### src/rtl/cbuf_arb_pkg.sv
// Shared definitions for the circular-buffer write arbiter: FSM state
// encoding, default parameter values and the burst-counter width.
package cbuf_arb_pkg;

   typedef enum logic {
      ST_IDLE  = 1'b0,
      ST_BURST = 1'b1
   } arb_state_t;

   localparam int DEF_NUM_REQ   = 4;
   localparam int DEF_SRC_W     = 2;
   localparam int DEF_PAYLOAD_W = 8;
   localparam int DEF_MAX_BURST = 4;

   // Wide enough for MAX_BURST up to 15.
   localparam int CNT_W = 4;

endpackage

### src/rtl/rr_pick.sv
// Combinational round-robin picker: returns the first requester at or after
// last_grant+1, wrapping around, plus a flag that any request is present.
module rr_pick #(
   parameter int N = 4,
   parameter int W = 2
) (
   input  logic [N-1:0] i_req,
   input  logic [W-1:0] i_last_grant,
   output logic [W-1:0] o_sel,
   output logic         o_any
);

   logic [31:0] w_idx;

   // Scan N positions starting just after the last winner; first hit wins.
   always_comb begin
      o_sel = '0;
      o_any = 1'b0;
      w_idx = '0;
      for (int i = 1; i <= N; i++) begin
         w_idx = 32'((int'(i_last_grant) + i) % N);
         if (!o_any && i_req[w_idx[W-1:0]]) begin
            o_any = 1'b1;
            o_sel = w_idx[W-1:0];
         end
      end
   end

endmodule

### src/rtl/cbuf_write_arbiter.sv
// Round-robin, burst-locking arbiter for the write side of a circular buffer.
// Each accepted beat is written as {source id, payload}.
// Optional per-producer grant statistics: define ARB_STATS_EN.
//
//   state    | meaning
//   ---------+------------------------------------------------------------
//   ST_IDLE  | no lock held; round-robin pick, first beat accepted here
//   ST_BURST | locked to owner until last beat or MAX_BURST beats written
module cbuf_write_arbiter
   import cbuf_arb_pkg::*;
#(
   parameter int NUM_REQ   = DEF_NUM_REQ,
   parameter int SRC_W     = DEF_SRC_W,
   parameter int PAYLOAD_W = DEF_PAYLOAD_W,
   parameter int MAX_BURST = DEF_MAX_BURST
) (
   input  logic                         clk,
   input  logic                         rst,
   input  logic [NUM_REQ-1:0]           req_valid,
   input  logic [NUM_REQ-1:0]           req_last,
   input  logic [NUM_REQ*PAYLOAD_W-1:0] req_data,
   output logic [NUM_REQ-1:0]           req_ready,
   input  logic                         buf_full,
   output logic                         buf_write_en,
   output logic [SRC_W+PAYLOAD_W-1:0]   buf_data_in,
   output logic [SRC_W-1:0]             owner,
   output logic                         busy,
   output logic                         burst_trunc
`ifdef ARB_STATS_EN
   ,
   input  logic [SRC_W-1:0]             stat_sel,
   output logic [15:0]                  stat_count
`endif
);

   arb_state_t         r_state, w_state_nxt;
   logic [SRC_W-1:0]   r_owner, w_owner_nxt;
   logic [SRC_W-1:0]   r_last_grant, w_last_nxt;
   logic [CNT_W-1:0]   r_beat_cnt, w_cnt_nxt;
   logic               r_burst_trunc, w_trunc_nxt;

   logic [SRC_W-1:0]   w_sel;
   logic               w_any;
   logic [SRC_W-1:0]   w_src;
   logic [NUM_REQ-1:0] w_src_oh;
   logic [PAYLOAD_W-1:0] w_payload;
   logic               w_src_last;
   logic               w_can_go;

   rr_pick #(
      .N (NUM_REQ),
      .W (SRC_W)
   ) u_rr_pick (
      .i_req        (req_valid),
      .i_last_grant (r_last_grant),
      .o_sel        (w_sel),
      .o_any        (w_any)
   );

   // Datapath: pick the source (winner in IDLE, owner in BURST) and gate the
   // handshake with buf_full and rst so nothing is ever written into a full buffer.
   always_comb begin
      w_src      = (r_state == ST_IDLE) ? w_sel : r_owner;
      w_src_oh   = '0;
      w_payload  = '0;
      for (int i = 0; i < NUM_REQ; i++) begin
         if (w_src == SRC_W'(i)) begin
            w_src_oh[i] = 1'b1;
            w_payload   = req_data[i*PAYLOAD_W +: PAYLOAD_W];
         end
      end
      w_src_last = |(req_last & w_src_oh);
      w_can_go   = !rst && !buf_full &&
                   ((r_state == ST_IDLE) ? w_any : |(req_valid & w_src_oh));
      req_ready  = (!rst && !buf_full && (r_state == ST_BURST || w_any)) ? w_src_oh : '0;
      buf_write_en = w_can_go;
      buf_data_in  = w_can_go ? {w_src, w_payload} : '0;
   end

   // Next-state logic: lock on first beat, release on last beat or at MAX_BURST.
   always_comb begin
      w_state_nxt = r_state;
      w_owner_nxt = r_owner;
      w_last_nxt  = r_last_grant;
      w_cnt_nxt   = r_beat_cnt;
      w_trunc_nxt = 1'b0;
      case (r_state)
         ST_IDLE: begin
            if (w_can_go) begin
               w_owner_nxt = w_sel;
               w_cnt_nxt   = CNT_W'(1);
               if (w_src_last || MAX_BURST == 1) begin
                  w_last_nxt  = w_sel;
                  w_trunc_nxt = !w_src_last;
               end else begin
                  w_state_nxt = ST_BURST;
               end
            end
         end
         ST_BURST: begin
            if (w_can_go) begin
               w_cnt_nxt = r_beat_cnt + CNT_W'(1);
               if (w_src_last) begin
                  w_state_nxt = ST_IDLE;
                  w_last_nxt  = r_owner;
               end else if (r_beat_cnt + CNT_W'(1) == CNT_W'(MAX_BURST)) begin
                  w_state_nxt = ST_IDLE;
                  w_last_nxt  = r_owner;
                  w_trunc_nxt = 1'b1;
               end
            end
         end
         default: w_state_nxt = ST_IDLE;
      endcase
   end

   // State and control registers; last_grant resets so producer 0 wins first.
   always_ff @(posedge clk) begin
      if (rst) begin
         r_state       <= ST_IDLE;
         r_owner       <= '0;
         r_last_grant  <= SRC_W'(NUM_REQ - 1);
         r_beat_cnt    <= '0;
         r_burst_trunc <= 1'b0;
      end else begin
         r_state       <= w_state_nxt;
         r_owner       <= w_owner_nxt;
         r_last_grant  <= w_last_nxt;
         r_beat_cnt    <= w_cnt_nxt;
         r_burst_trunc <= w_trunc_nxt;
      end
   end

   assign owner       = r_owner;
   assign busy        = (r_state == ST_BURST);
   assign burst_trunc = r_burst_trunc;

`ifdef ARB_STATS_EN
   logic        w_burst_start;
   logic [15:0] r_grant_cnt [NUM_REQ];
   logic [15:0] r_stat_count;

   assign w_burst_start = (r_state == ST_IDLE) && w_can_go;

   // Saturating per-producer grant counters, bumped on every burst start.
   always_ff @(posedge clk) begin
      if (rst) begin
         for (int i = 0; i < NUM_REQ; i++) r_grant_cnt[i] <= '0;
      end else begin
         for (int i = 0; i < NUM_REQ; i++) begin
            if (w_burst_start && w_sel == SRC_W'(i) && r_grant_cnt[i] != 16'hFFFF)
               r_grant_cnt[i] <= r_grant_cnt[i] + 16'd1;
         end
      end
   end

   // Registered readback, one cycle after stat_sel.
   always_ff @(posedge clk) begin
      if (rst) begin
         r_stat_count <= '0;
      end else begin
         r_stat_count <= '0;
         for (int i = 0; i < NUM_REQ; i++) begin
            if (stat_sel == SRC_W'(i)) r_stat_count <= r_grant_cnt[i];
         end
      end
   end

   assign stat_count = r_stat_count;
`endif

endmodule

### config.mk
export PLATFORM = sky130hd
export DESIGN_NAME = cbuf_write_arbiter
export DESIGN_NICKNAME = d
export VERILOG_FILES = /design/src/rtl/cbuf_arb_pkg.sv /design/src/rtl/rr_pick.sv /design/src/rtl/cbuf_write_arbiter.sv
export SDC_FILE = /design/constraint.sdc
export NUM_CORES = 1
export LEC_CHECK = 0
export ABC_AREA = 1
export CAP_MARGIN = 20
export CORE_UTILIZATION = 40
export CTS_CLUSTER_DIAMETER = 200
export DETAILED_ROUTE_END_ITERATION = 10
export PLACE_DENSITY = 0.82
export SYNTH_ARGS = -nofsm -noshare
export SYNTH_HDL_FRONTEND = slang
export SYNTH_SLANG_ARGS = --single-unit
### constraint.sdc
create_clock -name clk -period 2.3 [get_ports clk]
set_input_delay 0.345 -clock clk [delete_from_list [all_inputs] [get_ports clk]]
set_output_delay 0.345 -clock clk [all_outputs]
set_load 0.01 [all_outputs]
==> results.cfg <==
[cells_and_area]
antenna_cells_inserted = 0
total_of_fill_cells_in_the_finished_design = 65
drive_gt1_share_pct = 49.6
finalInstanceArea_mm2 = 0.00276
mostFrequentLayoutCell = sky130_fd_sc_hd__buf_4
total_area_of_multi_input_combinational_cells_mm2 = 0.00120
area_growth_pct = 122
mostFrequentLayoutCells = sky130_fd_sc_hd__buf_4, sky130_fd_sc_hd__nand2_1, sky130_fd_sc_hd__clkdlybuf4s50_1, sky130_fd_sc_hd__buf_6
layoutNonFillerInstCount = 384
final_nets = 399
sequential_cell_area_um2 = 208
post-route-util_pct = 96.6

[timing]
timing.fmax_mhz = 316
time_the_worst_path_needs_with_i_o_delays_and_setup_ns = 3.17
hold_viol = 0
slew_violations = 0
worst_slack_ns = -0.866
tightestPinTransition_ns = 0.359
final-setup-viol-count = 24
max-slew-margin-rel_pct = 76.0
setup_repair_after_global_routing_missed_its_margin = yes
final_hold_slack_ns = 0.527
final_min_period_over_clock_period_pct = 138
finalClockSkew_ns = 0.000979

[critical_path]
worst-endpoint-arrival_ns = 2.82
worst_path_largest_cell_delay_ns = 0.39
worstPathMaxFanout = 6
timing.critical_path.max_delay_family = simple AND/OR/NAND/NOR gates
critical_path.most_common_cell = sky130_fd_sc_hd__nand2_1
cp_data_required_time_ns = 1.96
worst_setup_path_end_kind = output port
series_of_cell_instances_along_the_critical_path = buf_6 -> nand2_1 -> nand3_1 -> nand2_2 -> nand4_1 -> nand2_1 -> inv_2 -> nand3_2 -> nand2_4 -> inv_6 -> buf_4 -> o21ai_0 -> nand2_1 -> o21ai_1 -> nand2_1 -> o21ai_1 -> nor2_1 -> buf_2
critical_path_class = register to output port
critPathBufInv = 5
critical_path.startpoint_type = register
critical-path-slowest-cell = sky130_fd_sc_hd__dfxtp_4

[drt]
drt_drc_violations_left = 4
routed-via-count = 2552
post_drt_via_cell_ratio = 6.65
wirelength_mm = 9.00
detail_route.wl_per_cell_um = 23.4
post_detailed_route_count_of_antenna_violating_nets = 0
detail_route.first_pass.iterations = 11
drt_iter0_markers = 416

[power]
power_leakage_nw = 1.35
power.density_mw_per_mm2 = 822
maximum_resistive_drop_on_vdd_mv = 0.600

[synth]
syn-mean-instance-area_um2 = 5.58
synth_top_family_by_area = simple AND/OR/NAND/NOR gates
post_synthesis_mux_area_share_pct = 0
adder_and_majority_gate_portion_of_the_synthesized_area_pct = 2.02
synth-simple-area-share_pct = 54.7
synth_area_mm2 = 0.00124
synth_area_in_compound_gates_pct = 15.3
dominantRegCellSynth = sky130_fd_sc_hd__dfxtp_1
synthCells = 222
yosysWarningCount = 0
synth_cell_types = 29
yosys_register_bits = 10
async_flop_share_pct = 0
synth_xor_xnor_area_share_pct = 0.707
synth-edff-count = 0
syn_nets = 267
seq_total_area_yosys_pct = 16.2

[cts]
cts_made_buffers = 3
ctsRootBufferMaster = sky130_fd_sc_hd__clkbuf_4
cts_tree = yes
clock_tree.buffer_depth = 2
clkSlewWorstSetupHoldPaths_ns = 0.07
hold_fix_buffer_count_after_cts = 0
clkSinkCount = 10
ctsHtreeMaxLevel = 1
worstSkewPairLatency_ns = 0.29

[floorplanning]
floorplan.rows = 19
floorplan.core_area_mm2 = 0.00285
initial_utilization_pct = 43.4
num_io_pins = 62
die_area_mm2 = 0.00332
floorplan.die.height_um = 57.7
die-width_um = 57.7

[grt]
grt_overflow_total = 0
grt_antenna_before_repair = 0
global_route_wire_length_before_repair_mm = 9.14
grt_pass1_vias = 1985
grt_start_max_net_pins = 15
globalRouteTotalUtil_pct = 35.5

[place]
placement.cell_area_mm2 = 0.00213
port-buffer-count = 61
post-place-ws_ns = -0.929
place.detailed.instances = 345
place.gp.congestion = 0.900
detailedPlacementHpwl_mm = 3.46

[status]
violations = DRC, setup timing
outcome = finished with violations

[job]
maxCapViolations = 0

[min_path]
tightest_hold_check_type = register to register
-- Yosys cell counts, types with 3 or more instances --
cell / number / area (um2)
sky130_fd_sc_hd__buf_6: 3 / 33.8
sky130_fd_sc_hd__nand2_1: 68 / 255
sky130_fd_sc_hd__o21ai_1: 12 / 60.1
sky130_fd_sc_hd__nand2_2: 9 / 56.3
sky130_fd_sc_hd__nand3_1: 20 / 100
sky130_fd_sc_hd__inv_2: 5 / 18.8
sky130_fd_sc_hd__o21ai_0: 15 / 75.1
sky130_fd_sc_hd__nor2_1: 27 / 101
sky130_fd_sc_hd__nand4_1: 3 / 18.8
sky130_fd_sc_hd__dfxtp_1: 10 / 200
sky130_fd_sc_hd__nor3_1: 5 / 25.0
sky130_fd_sc_hd__inv_1: 17 / 63.8
sky130_fd_sc_hd__a21oi_1: 6 / 30.0
-- flip-flops by register name, indices dropped and copies added, names as in the netlist --
| signal | flops |
|---|---|
| r_beat_cnt | 4 |
| busy | 1 |
| burst_trunc | 1 |
| r_last_grant | 2 |
| owner | 2 |
-- cells by family (layout without fill, tap and decap cells) --
family | after synthesis | count (layout)
and+or+nand+nor | 144 | 145
xor gates and xnor gates | 1 | 1
AOI/OAI and AO/OA | 36 | 36
buffers and inverters | 29 | 159
DFF | 10 | 10
adders and majority gates | 2 | 2
-- path summary, 6_finish.rpt --
kind	startpoint	end	slack, ns	cells after the start
worst max-delay path	r_last_grant[0]$_SDFFE_PP1P_	buf_data_in[0]	-0.87	18
worst min-delay path	r_beat_cnt[3]$_SDFFE_PP0P_	r_beat_cnt[3]$_SDFFE_PP0P_	0.53	2
worst max register to register	r_last_grant[0]$_SDFFE_PP1P_	owner[0]$_SDFFE_PP0P_	-0.48	21
worst min register to register	r_beat_cnt[3]$_SDFFE_PP0P_	r_beat_cnt[3]$_SDFFE_PP0P_	0.53	2
-- layer usage --
layer  GRT usage [%]  wire, um
met1            41.7      2850
met2            65.3      3880
met3            6.03      1240
met4            11.6      1030
met5               0         0
-- what timing repair did --
item                       CTS  global route
gates resized for setup    123            66
pin swaps                   25            28
setup buffers               23            12
setup endpoints to repair   21            24
gates cloned                 2             1
-- cell type report --
class | instances | share of cell area [%]
clock buffers | 4 | 1.32
inverters | 22 | 3.63
multi-input cells | 184 | 43.6
flip-flops and latches | 10 | 7.54
well taps | 31 | 1.41
repair buffers | 132 | 42.3
repair inverters | 1 | 0.227
-- worst reg2reg max path, cell delays in order (launching register included) --
cell	delay [ns]
sky130_fd_sc_hd__dfxtp_4	0.39
sky130_fd_sc_hd__inv_6	0.06
sky130_fd_sc_hd__nand2_1	0.15
sky130_fd_sc_hd__nand2_4	0.09
sky130_fd_sc_hd__nand2_4	0.10
sky130_fd_sc_hd__nand2_8	0.07
sky130_fd_sc_hd__nand2_1	0.12
sky130_fd_sc_hd__inv_1	0.07
sky130_fd_sc_hd__a21oi_1	0.12
sky130_fd_sc_hd__nand3_1	0.11
sky130_fd_sc_hd__buf_4	0.15
sky130_fd_sc_hd__buf_4	0.12
sky130_fd_sc_hd__buf_4	0.12
sky130_fd_sc_hd__buf_4	0.12
sky130_fd_sc_hd__buf_4	0.12
sky130_fd_sc_hd__buf_4	0.12
sky130_fd_sc_hd__buf_4	0.12
sky130_fd_sc_hd__buf_4	0.11
sky130_fd_sc_hd__buf_4	0.12
sky130_fd_sc_hd__buf_4	0.13
sky130_fd_sc_hd__o21ai_2	0.11
sky130_fd_sc_hd__a21oi_1	0.05
-- stage by stage --
step	setup TNS (ns)	total power, mW
6_report	-13.24	2.27
5_1_grt	-16.55	2.36
4_1_cts	-4.05	1.72
3_5_place_dp	-14.96	1.26
3_3_place_gp	-14.02	1.23
2_1_floorplan	0	0.800
-- power by group --
group | total [mW] | internal, mW | switching, mW
logic | 1.87 | 0.866 | 1.01
registers | 0.221 | 0.194 | 0.0269
clock network | 0.172 | 0.0967 | 0.0753
total | 2.27 | 1.16 | 1.11
Power figures use the tool's default switching activity.
